### src/rtl/puck_controller.sv
// Bouncing-square puck: each accepted frame tick erases the puck, moves it one pixel
// diagonally with wall reflection, and redraws it, streaming one pixel per cycle.
module puck_controller #(
  parameter int unsigned SCREEN_W    = 320,
  parameter int unsigned SCREEN_H    = 240,
  parameter int unsigned SIZE        = 4,
  parameter int unsigned X_INIT      = 158,
  parameter int unsigned Y_INIT      = 118,
  parameter logic [2:0]  PUCK_COLOUR = 3'b111
) (
  input  logic       clock,
  input  logic       reset,
  input  logic       frame_tick,
  input  logic       go,
  output logic [8:0] vga_x,
  output logic [7:0] vga_y,
  output logic [2:0] vga_colour,
  output logic       plot,
  output logic [8:0] puck_x,
  output logic [7:0] puck_y,
  output logic       busy
);

  typedef enum logic [1:0] {StIdle, StErase, StMove, StDraw} state_e;

  localparam logic [9:0] ScreenW10 = 10'(SCREEN_W);
  localparam logic [9:0] ScreenH10 = 10'(SCREEN_H);
  localparam logic [9:0] Size10    = 10'(SIZE);

  state_e     state;
  logic [3:0] cnt;
  logic       dir_x;
  logic       dir_y;
  logic       init_pending;

  logic [9:0] x_ext;
  logic [9:0] y_ext;
  logic [8:0] x_next;
  logic [7:0] y_next;
  logic       dir_x_next;
  logic       dir_y_next;
  logic       scanning;

  // Reflection is decided in 10 bits so the far-edge sum can never wrap.
  always_comb begin
    x_ext      = {1'b0, puck_x};
    y_ext      = {2'b00, puck_y};
    x_next     = puck_x;
    y_next     = puck_y;
    dir_x_next = dir_x;
    dir_y_next = dir_y;

    if (dir_x && (x_ext + Size10 == ScreenW10)) begin
      dir_x_next = 1'b0;
      x_next     = puck_x - 9'd1;
    end else if (!dir_x && (puck_x == 9'd0)) begin
      dir_x_next = 1'b1;
      x_next     = puck_x + 9'd1;
    end else if (dir_x) begin
      x_next = puck_x + 9'd1;
    end else begin
      x_next = puck_x - 9'd1;
    end

    if (dir_y && (y_ext + Size10 == ScreenH10)) begin
      dir_y_next = 1'b0;
      y_next     = puck_y - 8'd1;
    end else if (!dir_y && (puck_y == 8'd0)) begin
      dir_y_next = 1'b1;
      y_next     = puck_y + 8'd1;
    end else if (dir_y) begin
      y_next = puck_y + 8'd1;
    end else begin
      y_next = puck_y - 8'd1;
    end
  end

  assign scanning = (state == StErase) || (state == StDraw);

  always_ff @(posedge clock) begin
    if (reset) begin
      state        <= StIdle;
      cnt          <= 4'd0;
      init_pending <= 1'b1;
      puck_x       <= 9'(X_INIT);
      puck_y       <= 8'(Y_INIT);
      dir_x        <= 1'b1;
      dir_y        <= 1'b1;
      plot         <= 1'b0;
      vga_x        <= 9'd0;
      vga_y        <= 8'd0;
      vga_colour   <= 3'd0;
      busy         <= 1'b0;
    end else begin
      // Outputs are a registered view of the scan state held during this cycle.
      busy <= (state != StIdle);
      plot <= scanning;
      if (scanning) begin
        vga_x      <= puck_x + {7'd0, cnt[1:0]};
        vga_y      <= puck_y + {6'd0, cnt[3:2]};
        vga_colour <= (state == StDraw) ? PUCK_COLOUR : 3'd0;
      end else begin
        vga_x      <= 9'd0;
        vga_y      <= 8'd0;
        vga_colour <= 3'd0;
      end

      unique case (state)
        StIdle: begin
          if (init_pending) begin
            init_pending <= 1'b0;
            state        <= StDraw;
            cnt          <= 4'd0;
          end else if (frame_tick && go) begin
            state <= StErase;
            cnt   <= 4'd0;
          end
        end
        StErase: begin
          cnt <= cnt + 4'd1;
          if (cnt == 4'd15) begin
            state <= StMove;
          end
        end
        StMove: begin
          puck_x <= x_next;
          puck_y <= y_next;
          dir_x  <= dir_x_next;
          dir_y  <= dir_y_next;
          cnt    <= 4'd0;
          state  <= StDraw;
        end
        StDraw: begin
          cnt <= cnt + 4'd1;
          if (cnt == 4'd15) begin
            state <= StIdle;
          end
        end
        default: state <= StIdle;
      endcase
    end
  end

endmodule

### config.mk
export PLATFORM = sky130hd
export DESIGN_NAME = puck_controller
export DESIGN_NICKNAME = d
export VERILOG_FILES = /design/src/rtl/puck_controller.sv
export SDC_FILE = /design/constraint.sdc
export NUM_CORES = 1
export LEC_CHECK = 0
export ABC_CLOCK_PERIOD_IN_PS = 2270
export CELL_PAD_IN_SITES_DETAIL_PLACEMENT = 1
export CELL_PAD_IN_SITES_GLOBAL_PLACEMENT = 1
export CORE_MARGIN = 1.5
export CORE_UTILIZATION = 40
export DETAILED_ROUTE_END_ITERATION = 8
export PLACE_DENSITY_LB_ADDON = 0.1
export SYNTH_ARGS = -nofsm -noshare
export SYNTH_HDL_FRONTEND = slang
export SYNTH_SLANG_ARGS = --single-unit
export TNS_END_PERCENT = 50
### constraint.sdc
create_clock -name clock -period 2.27 [get_ports clock]
set_input_delay 0.227 -clock clock [delete_from_list [all_inputs] [get_ports clock]]
set_output_delay 0.227 -clock clock [all_outputs]
set_load 0.05 [all_outputs]
== Word-level counts from Yosys, hierarchy flattened ==
Cells that the tools add are included.
Widths: inputs -> output; s select.

* Mux-type cells: 19
* Equality and inequality tests: 9
* Add/subtract/negate cells: 9
* Reductions and logical operators: 19
* Bitwise gates (word level): 1

{| class="wikitable"
|+ Operators by type and width
! operator !! count
|-
| $mux 9 || 3
|-
| $mux 8 || 3
|-
| $pmux 4 s3 || 1
|-
| $add 9x3->10 const B || 1
|-
| $eq 10x9->1 const B || 1
|-
| $add 8x3->9 const B || 1
|-
| $add 9x1->9 const B || 1
|-
| $add 9x2->9 || 1
|-
| $eq 9x8->1 const B || 1
|-
| $logic_not 9->1 || 1
|-
| $sub 9x1->9 const B || 1
|-
| $add 8x1->8 const B || 1
|-
| $add 8x2->8 || 1
|-
| $logic_not 8->1 || 1
|-
| $mux 2 || 4
|-
| $mux 4 || 2
|-
| $pmux 2 s4 || 1
|-
| $sub 8x1->8 const B || 1
|-
| $reduce_bool 2->1 || 3
|-
| $logic_and 1x1->1 || 5
|-
| $add 4x1->4 const B || 1
|-
| $eq 2x2->1 const B || 2
|-
| $eq 4x4->1 const B || 1
|-
| $mux 1 || 4
|-
| 11 further kinds || 15
|}

* Input port bits: 4
* Register bits: 48

== Longest topological paths before layout ==
Gate-level depths: netlist (run 1).

* Word-level depth: 5
* Depth in mapped cells: 7

== Least setup slack after synthesis (run 1) ==
OpenSTA, ideal clock, no wires.

* Kind: register to register
* Start: reg puck_x[1]
* End: reg puck_x[6]
* Data arrival time: 2.388 ns
* Cell stages (with the launch flop): 8
* Slack: -0.241 ns
* Path buffers: 0
* Path through: dfxtp_1 inv_1 ha_1 nor3b_2 a21oi_2 a2bb2oi_4 mux2_1 mux2_1

* Word-level cells in the longest chain between the ends: 4
* Elaborated cells between the ends (all ways): 10
* Those cells by class: 3 x add/sub; 1 x eq/ne; 3 x mux; 3 x reduce/logical

{| class="wikitable"
|+ Ends and longest elaborated chain
! item !! line !! source
|-
| from (decl) || 19 || <nowiki>output logic [8:0] puck_x,</nowiki>
|-
| from (signal assigned) || 85 || <nowiki>puck_x <= 9'(X_INIT);</nowiki>
|-
| from (signal assigned) || 126 || <nowiki>puck_x <= x_next;</nowiki>
|-
| $add 9x3->10 (tied with other cells) || 53 || <nowiki>if (dir_x && (x_ext + Size10 == ScreenW10)) begin</nowiki>
|-
| $eq 10x9->1 (tied with other cells) || 53 ||
|-
| $logic_and 1x1->1 / $mux 9 (equally long branches) || 53, 56 ||
|-
| $mux 9 * || 53 ||
|}

Mark *: on every way between the ends. The rest lies on a longest branch, timed or not.
A chain may end at the register's enable or synchronous reset.

== Final worst setup path (run 1) ==
* Start: reg puck_y[4]
* End: out puck_y[4]

{| class="wikitable"
|+ RTL lines
! item !! line !! source
|-
| from (decl) || 20 || <nowiki>output logic [7:0] puck_y,</nowiki>
|-
| from (signal assigned) || 86 || <nowiki>puck_y <= 8'(Y_INIT);</nowiki>
|-
| from (signal assigned) || 127 || <nowiki>puck_y <= y_next;</nowiki>
|}

No word-level cell between the ends.

==> results of run 1 <==
[where the power goes]
part | switching, W | total, W | internal (W)
sequential | 0.000135 | 0.00110 | 0.000964
combinational | 0.00101 | 0.00158 | 0.000574
clock | 0.000299 | 0.000624 | 0.000325
total | 0.00144 | 0.00330 | 0.00186
[flip-flops by register name, summed over array words and instances (netlist names)]
| name | cells |
|---|---|
| puck_x | 9 |
| vga_x | 9 |
| puck_y | 8 |
| vga_y | 8 |
| cnt | 4 |
| state | 2 |
| busy | 1 |
| dir_x | 1 |
| dir_y | 1 |
| init_pending | 1 |
| plot | 1 |
| vga_colour | 1 |
[through the flow]
stage / hold slack (ps) / power, W / utilization [%] / worst slack (ps)
finish: 491 / 0.00330 / 52.4 / 144
global route: 522 / 0.00350 / 52.4 / 16.4
CTS: 496 / 0.00333 / 52.0 / 129
detailed placement: 474 / 0.00269 / 50.3 / 161
global placement: 466 / 0.00266 / 50.3 / 227
floorplan: 450 / 0.00218 / - / -111
[cells in the final DEF (no fill, tap or decap), types with 3 or more instances in the layout]
cell	n
a211oi_1	4
a21o_1	4
a21oi_1	12
a31oi_1	5
and2_1	4
and3_1	3
buf_4	15
clkbuf_8	5
clkdlybuf4s50_1	42
dfxtp_1	44
ha_1	16
inv_1	15
mux2_1	4
mux2i_1	13
nand2_1	15
nand3_1	12
nand4_1	4
nor2_1	41
nor2b_1	11
nor3_1	10
nor4_2	3
o21ai_0	8
o21ai_1	3
or3_1	4
xnor2_1	10
xor2_1	6
[path summary, 6_finish.rpt]
| check | start | endpoint | slack [ps] | depth (start not counted) |
|---|---|---|---|---|
| worst max-delay path | puck_y[4] | puck_y[4] | 140 | 1 |
| worst min-delay path | init_pending | init_pending | 490 | 1 |
| worst max register to register | puck_x[0] | puck_x[6] | 170 | 7 |
| worst min register to register | init_pending | init_pending | 490 | 1 |
[cell families after synthesis]
| kind of cell | after synthesis | share of synthesized area [%] |
|---|---|---|
| simple gates | 123 | 26.1 |
| fa+ha+maj | 18 | 9.20 |
| flops | 46 | 35.3 |
| xor+xnor | 16 | 5.37 |
| buf+inv | 35 | 6.23 |
| compound gates | 44 | 11.2 |
| mux | 17 | 6.71 |
[metal layers]
metal	track usage, %	wire [um]
met1	26.2	3160
met2	33.6	3280
met3	3.46	178
met4	4.92	66
met5	0	0
[cell type report]
type,instances,area (um2),share of cell area [%]
flip-flops and latches,46,923,27.9
clock inverters,3,40.0,1.21
repair buffers,59,573,17.3
clock buffers,5,68.8,2.08
multi-input cells,218,1550,46.9
well taps,77,96.3,2.91
inverters,15,56.3,1.70
==> run summary, run 1 <==
# resized after CTS - 0
Grt total ovfl - 0
Wire length per cell - 15.8 um
Sequential share of the synthesized area - 35.3%
Design area - 3310 um2
Fin. Hold Viols - 0
Status - complete, no violations
N_diodes - 0
# hold bufs at CTS - 0
Vias in the first global route - 2323
Final wirelength - 6.68 mm
Ys flop type - dfxtp_1
Clk_lat worst skew - 310 ps
Fin cells - 423
Layout fillers - 766
Cell taking the most area after synthesis - dfxtp_1
RSZ-0062 raised after global routing - no
CTS clk-pin slew, worst paths - 90 ps
Worst path cell trace - clkdlybuf4s50_1
Endpoints failing setup - 0
Largest net degree at the start of global routing - 35
Area Overhead vs Synth - 26.7%
Crit-path max cell delay - 910 ps
Final Max Tran Viols - 0
Crit Path Class - flop to primary output
Post-synthesis register bit count - 46
Tmin final - 2130 ps
Total CTS buffers - 5
Drt pass-1 iters - 4
# IOs - 43
Crit. End Element - primary output
Syn Nets - 321
Final ANT Viol Nets - 0
Post-synth ARST share - 0%
Post-synth top area share - 35.3%
Dpl hpwl - 4.87 mm
Final Net Count - 367
CP max FO - 14
Placed Instance Area - 3180 um2
Setup TNS - 0 ps
Actual slew at the worst max-slew pin - 572 ps
Worst hold path class - flop to flop
Initial Utilization - 41.4%
Lkg Pwr - 1.34 nW
Via count - 2269
Worst Path Required - 2040 ps
Post-synth EDFFs - 0
Core ar. - 6310 um2
Dpl cells - 415
Gpl congestion - 0.806
Clock sinks - 46
Mapped Area - 2610 um2
H-Tree Level Count - 2
Die Wd - 83.8 um
Slowest stage cell, crit path - clkdlybuf4s50_1
Vias per inst - 5.36
Layout cells sized above 1 - 11.3%
Crit start category - flop
I/O Buffers - 42
Skew final - 12.1 ps
Avg Inst Size Synth - 8.73 um2
Initial antenna violation count - 0
Iter 0 DRT Violations - 127
DRC Markers - 0
Top-count cell post-synth - dfxtp_1
Worst Path Arrival - 1900 ps
Synth top area cells - dfxtp_1 (35%), ha_1 (7.7%), nor2_1 (5.9%)
Warnings from Yosys - 0
Synthesized instance count - 299
Synth cell types - 48
CTS tree - done
Die height - 83.8 um
Tcrit/Tclk final - 93.7%
# Max-Cap Violations - 0
Max IR drop VDD - 589 uV
Die area - 7020 um2
# rows - 29
First-pass GRT wire length - 11.4 mm
Clk root buf - clkbuf_8
Power per standard cell area - 998 nW/um2
Buf+Inv Stages, Crit Path - 1
Max Freq - 0.470 GHz
Setup bufs post-CTS - 0
Deepest clock path buffer count - 2
Slew headroom - 61.6%
Gr usage total - 19.8%
Top cells by instance count after synthesis - dfxtp_1 (46), nor2_1 (41), ha_1 (16)
Delay-heaviest family, CP - buffers and inverters
Note: power is estimated with default switching activity, not from simulation.
==> inputs of run 2 (changes only) <==
--- a/config.mk
+++ b/config.mk
@@ -5,11 +5,11 @@
 export SDC_FILE = /design/constraint.sdc
 export NUM_CORES = 1
 export LEC_CHECK = 0
-export ABC_CLOCK_PERIOD_IN_PS = 2270
+export ABC_CLOCK_PERIOD_IN_PS = 1700
 export CELL_PAD_IN_SITES_DETAIL_PLACEMENT = 1
 export CELL_PAD_IN_SITES_GLOBAL_PLACEMENT = 1
 export CORE_MARGIN = 1.5
-export CORE_UTILIZATION = 40
+export CORE_UTILIZATION = 36
 export DETAILED_ROUTE_END_ITERATION = 8
 export PLACE_DENSITY_LB_ADDON = 0.1
 export SYNTH_ARGS = -nofsm -noshare
==> constraint.sdc (replaced) <==
create_clock -name clock -period 1.7 [get_ports clock]
set_input_delay 0.17 -clock clock [delete_from_list [all_inputs] [get_ports clock]]
set_output_delay 0.17 -clock clock [all_outputs]
set_load 0.05 [all_outputs]
==> run 2 against run 1 <==
Compared with the run above: the run now ends with negative setup slack left; combinational power rose by 56%; global-route usage fell by 0.98 points; cell area rose by 17%; flip-flop and latch count did not move; count of clock-buffer cells in the layout did not move; utilization rose by 3.5 points; routed wire length rose by 11%; non-clock buffer count rose by 46; total power rose by 46%; die area rose by 11%; sequential share of layout area fell by 3.0 points.
==> run summary, run 2 (same netlist as run 1, synthesis figures left out) <==
Via count - 2443
Final wirelength - 7.39 mm
Setup TNS - -990 ps
Layout cells sized above 1 - 38.0%
Multi-input logic area - 1710 um2
Status - finished, violations left
Initial Utilization - 37.8%
Dpl hpwl - 5.34 mm
Crit. End Element - flop
Pint - 0.00275 W
Die area - 7770 um2
N_diodes - 0
Tmin final - 1870 ps
Final Max Tran Viols - 0
Max Freq - 0.534 GHz
Biggest regs - puck_x x9, vga_x x9
Final ANT Viol Nets - 0
Vias in the first global route - 2399
Deepest clock path buffer count - 2
Crit start category - flop
Total CTS buffers - 5
H-Tree Level Count - 2
Gpl congestion - 0.794
# hold bufs at CTS - 0
Max IR drop VDD - 638 uV
Area Overhead vs Synth - 47.9%
Worst Path Required - 1910 ps
Register area - 963 um2
Worst Path Arrival - 2080 ps
Comb power frac - 51.2%
Initial antenna violation count - 0
Most common cell after layout, fill and taps aside - buf_4
Core ar. - 6910 um2
Tcrit/Tclk final - 110%
Worst hold path class - flop to flop
Actual slew at the worst max-slew pin - 512 ps
Wire length per cell - 15.1 um
Largest net degree at the start of global routing - 24
Clk root buf - clkbuf_8
Vias per inst - 5.01
Clock sinks - 46
Top cell by count, worst path - mux2_4
Crit-path max cell delay - 370 ps
Crit Path Class - flop to flop
Clk_lat worst skew - 320 ps
# rows - 30
RSZ-0062 raised after global routing - yes
R2R cell count - 7
Die Wd - 88.2 um
Final Net Count - 413
Failing checks - negative setup slack
Grt total ovfl - 0
Lkg Pwr - 1.66 nW
Sw frac - 43.1%
Skew final - 10.2 ps
Gr usage total - 18.9%
Layout fillers - 812
# IOs - 43
Hold path depth - 1
First-pass GRT wire length - 11.4 mm
Placed Instance Area - 3560 um2
Worst path cell trace - inv_4, ha_4, nor3b_4, nand2_2, a2bb2oi_4, mux2_4, mux2_4
I/O Buffers - 42
Most frequent cells in the layout - buf_4 (75), nor2_1 (37), dfxtp_1 (28)
Fin util - 55.9%
Worst setup margin - -172 ps
Slowest stage cell, crit path - dfxtp_4
Clock power frac - 18.4%
Endpoints failing setup - 12
Iter 0 DRT Violations - 70
Design area - 3860 um2
Drt pass-1 iters - 4
NetSw - 0.00208 W
Worst hold slack - 494 ps
CP max FO - 5
Fin. Hold Viols - 0
Sequential power share - 30.4%
CTS tree - done
Die height - 88.2 um
Power per standard cell area - 1250 nW/um2
DRC Markers - 0
CTS clk-pin slew, worst paths - 100 ps
Slew headroom - 65.8%
# Max-Cap Violations - 0
## run 2: cell types whose count changed in the layout (fill, tap and decap cells not counted), sizes merged
cell,delta
clkdlybuf4s50,-18
buf,+63
clkinv,-2
dlymetal6s2s,+1
inv,+2
## run 2: final timing paths
kind                start      endpoint  slack (ps)
min reg2reg  init_pending  init_pending         490
max reg2reg     puck_x[0]     puck_x[6]        -170
max             puck_x[0]     puck_x[6]        -170
min          init_pending  init_pending         490
## run 2: cell type report
class	instances	area share (%)
clock buffer	5	1.78
inverter	15	1.72
timing repair buffer	105	22.8
tap	96	3.11
clock inverter	3	1.23
multi-input combinational	218	44.4
sequential	46	25.0
## run 2: routing by layer
metal | up-vias | track usage (%) | routed length (um)
met2 | 43 | 31.8 | 3640
met1 | 1182 | 25.0 | 3440
met4 | 0 | 4.83 | 70
met5 | - | 0 | 0
li1 | 1211 | - | -
met3 | 7 | 3.20 | 242
## run 2: power groups by stage
stage | combinational (W) | sequential (W) | clock, W
after CTS | 0.00239 | 0.00147 | 0.000918
after floorplan | 0.000939 | 0.00208 | 0
after global placement | 0.00232 | 0.00148 | 0
final | 0.00247 | 0.00147 | 0.000886
after global routing | 0.00268 | 0.00150 | 0.000940
after detailed placement | 0.00236 | 0.00149 | 0
## run 2: what timing repair did
item / CTS / global route
pin swaps: 5 / 6
gates resized for setup: 9 / 24
setup buffers: 5 / 4
setup endpoints to repair: 12 / 22
hold endpoints to repair: 0 / 0
## run 2: critical path, delay by kind of cell (launching register included)
| family | cells | cell delay (ps) |
|---|---|---|
| AO/OA/AOI/OAI | 1 | 230 |
| adder cells (fa/ha/maj) | 1 | 120 |
| buffers and inverters | 1 | 60 |
| flip-flops | 1 | 370 |
| multiplexers | 2 | 620 |
| AND/OR/NAND/NOR | 2 | 370 |
## run 2: through the flow
stage / setup slack (ps) / total power (W) / cells
finish: -172 / 0.00483 / 488
global route: -223 / 0.00511 / 488
CTS: -167 / 0.00478 / 485
detailed placement: -156 / 0.00385 / 472
global placement: -104 / 0.00380 / 472
floorplan: -318 / 0.00302 / 299
==> inputs of run 3 (changes only) <==
--- a/config.mk
+++ b/config.mk
@@ -5,13 +5,14 @@
 export SDC_FILE = /design/constraint.sdc
 export NUM_CORES = 1
 export LEC_CHECK = 0
-export ABC_CLOCK_PERIOD_IN_PS = 1700
+export ABC_CLOCK_PERIOD_IN_PS = 2410
 export CELL_PAD_IN_SITES_DETAIL_PLACEMENT = 1
 export CELL_PAD_IN_SITES_GLOBAL_PLACEMENT = 1
 export CORE_MARGIN = 1.5
-export CORE_UTILIZATION = 36
+export CORE_UTILIZATION = 43
 export DETAILED_ROUTE_END_ITERATION = 8
 export PLACE_DENSITY_LB_ADDON = 0.1
+export SKIP_CTS_REPAIR_TIMING = 1
 export SYNTH_ARGS = -nofsm -noshare
 export SYNTH_HDL_FRONTEND = slang
 export SYNTH_SLANG_ARGS = --single-unit
==> constraint.sdc (replaced) <==
create_clock -name clock -period 2.41 [get_ports clock]
set_input_delay 0.241 -clock clock [delete_from_list [all_inputs] [get_ports clock]]
set_output_delay 0.241 -clock clock [all_outputs]
set_load 0.05 [all_outputs]
==> run 3 against run 2 <==
Compared with the run above: the run now ends clean; sequential power decreased by 30%; first-iteration DRC count increased by 30%; utilization decreased by 0.93 points; final cell count decreased by 14%; count of clock-buffer cells in the layout unchanged; hold slack got worse by 2.2 ps; critical path type unchanged; largest power group unchanged; highest routed layer unchanged.
==> run summary, run 3 (same netlist as run 1, synthesis figures left out) <==
Status - complete, no violations
CTS clk-pin slew, worst paths - 90 ps
Worst hold path class - flop to flop
Setup TNS - 0 ps
Endpoints failing setup - 0
# Max-Cap Violations - 0
Actual slew at the worst max-slew pin - 516 ps
Max IR drop VDD - 498 uV
Area Overhead vs Synth - 23.9%
RSZ-0062 raised after global routing - no
CP max FO - 7
Skew final - 3.39 ps
Clock power frac - 19.0%
Initial Utilization - 44.4%
Deepest clock path buffer count - 2
Crit start category - flop
Hold path depth - 1
Drt pass-1 iters - 6
Crit. End Element - flop
# rows - 28
Die area - 6550 um2
Final Net Count - 364
Worst Path Arrival - 2340 ps
I/O Buffers - 42
Pint - 0.00173 W
Initial antenna violation count - 0
DRC Markers - 0
RR Endpoint - puck_x[6]
R2R cell count - 7
Sequential power share - 33.7%
N_diodes - 0
Iter 0 DRT Violations - 91
Tcrit/Tclk final - 88.6%
Final wirelength - 6.31 mm
Crit. Startpoint - puck_x[1]
Crit Path Class - flop to flop
Layout fillers - 703
Power per standard cell area - 945 nW/um2
Clock sinks - 46
Clk root buf - clkbuf_8
Slew headroom - 65.5%
Most common cell after layout, fill and taps aside - dfxtp_1
Worst hold slack - 492 ps
H-Tree Level Count - 2
End of the critical path - puck_x[6]
Grt total ovfl - 0
Tmin final - 2130 ps
Worst setup margin - 276 ps
CTS tree - done
Reg-to-Reg Start - puck_x[1]
Most frequent cells in the layout - dfxtp_1 (44), clkdlybuf4s50_1 (42), nor2_1 (41)
Final Max Tran Viols - 0
Die height - 80.9 um
Fin cells - 418
Core ar. - 5890 um2
Clk_lat worst skew - 310 ps
Sw frac - 43.4%
Die Wd - 80.9 um
Lkg Pwr - 1.32 nW
Vias per inst - 5.36
Vias in the first global route - 2208
Fin. Hold Viols - 0
Worst Path Required - 2610 ps
Largest net degree at the start of global routing - 35
Final ANT Viol Nets - 0
Gr usage total - 21.1%
Biggest regs - puck_x x9, vga_x x9
DP Worst Slack - 291 ps
Via count - 2242
R2r setup slk - 280 ps
Comb power frac - 47.3%
NetSw - 0.00133 W
First-pass GRT wire length - 10.6 mm
Dpl cells - 410
Wire length per cell - 15.1 um
Gpl congestion - 0.830
# IOs - 43
Dpl hpwl - 4.63 mm
Layout cells sized above 1 - 9.91%
Total CTS buffers - 5
Max Freq - 0.469 GHz
==> run 3: per-layer routing <==
layer  GRT usage [%]  part of all wire [%]
met1            27.6                    49
met4            7.41                   1.6
met5               0                     0
met2            34.3                    46
met3            4.49                   2.8
==> run 3: worst min-delay path by stage <==
stage                               to  slack (ps)    startpoint
after global routing      init_pending         530  init_pending
after global placement    init_pending         470  init_pending
after detailed placement  init_pending         480  init_pending
after CTS                 init_pending         500  init_pending
final                     init_pending         490  init_pending
after floorplan           init_pending         450  init_pending
==> run 3: area by class of cell <==
| cell class | instances | area (um2) | share of cell area (%) |
|---|---|---|---|
| Multi-Input combinational cell | 218 | 1530 | 47.2 |
| Sequential cell | 46 | 923 | 28.5 |
| Timing Repair Buffer | 56 | 526 | 16.2 |
| Tap cell | 75 | 93.8 | 2.90 |
| Clock buffer | 5 | 68.8 | 2.13 |
| Inverter | 15 | 56.3 | 1.74 |
| Clock inverter | 3 | 40.0 | 1.24 |
==> run 3: power groups by stage <==
| stage | registers, W | clock network (W) | logic [W] |
|---|---|---|---|
| after floorplan | 0.00144 | 0 | 0.000614 |
| after global placement | 0.00104 | 0 | 0.00143 |
| after detailed placement | 0.00105 | 0 | 0.00145 |
| after CTS | 0.00103 | 0.000600 | 0.00146 |
| after global routing | 0.00105 | 0.000628 | 0.00156 |
| final | 0.00103 | 0.000581 | 0.00144 |
==> run 3: worst max-delay path: stages (launching register included) <==
cell and delay [ps]:
dfxtp_2 370, inv_1 100, ha_1 140, nor3b_2 290
nand2_1 170, a2bb2oi_4 280, mux2_1 350, mux2_1 300
==> run 3: through the flow <==
step / util, % / power [W] / cell area, um2
3_3_place_gp: 53.1 / 0.00247 / 3130
4_1_cts: 55.0 / 0.00309 / 3240
6_report: 55.0 / 0.00306 / 3240
2_1_floorplan: - / 0.00205 / 2610
3_5_place_dp: 53.1 / 0.00250 / 3130
5_1_grt: 55.0 / 0.00325 / 3240
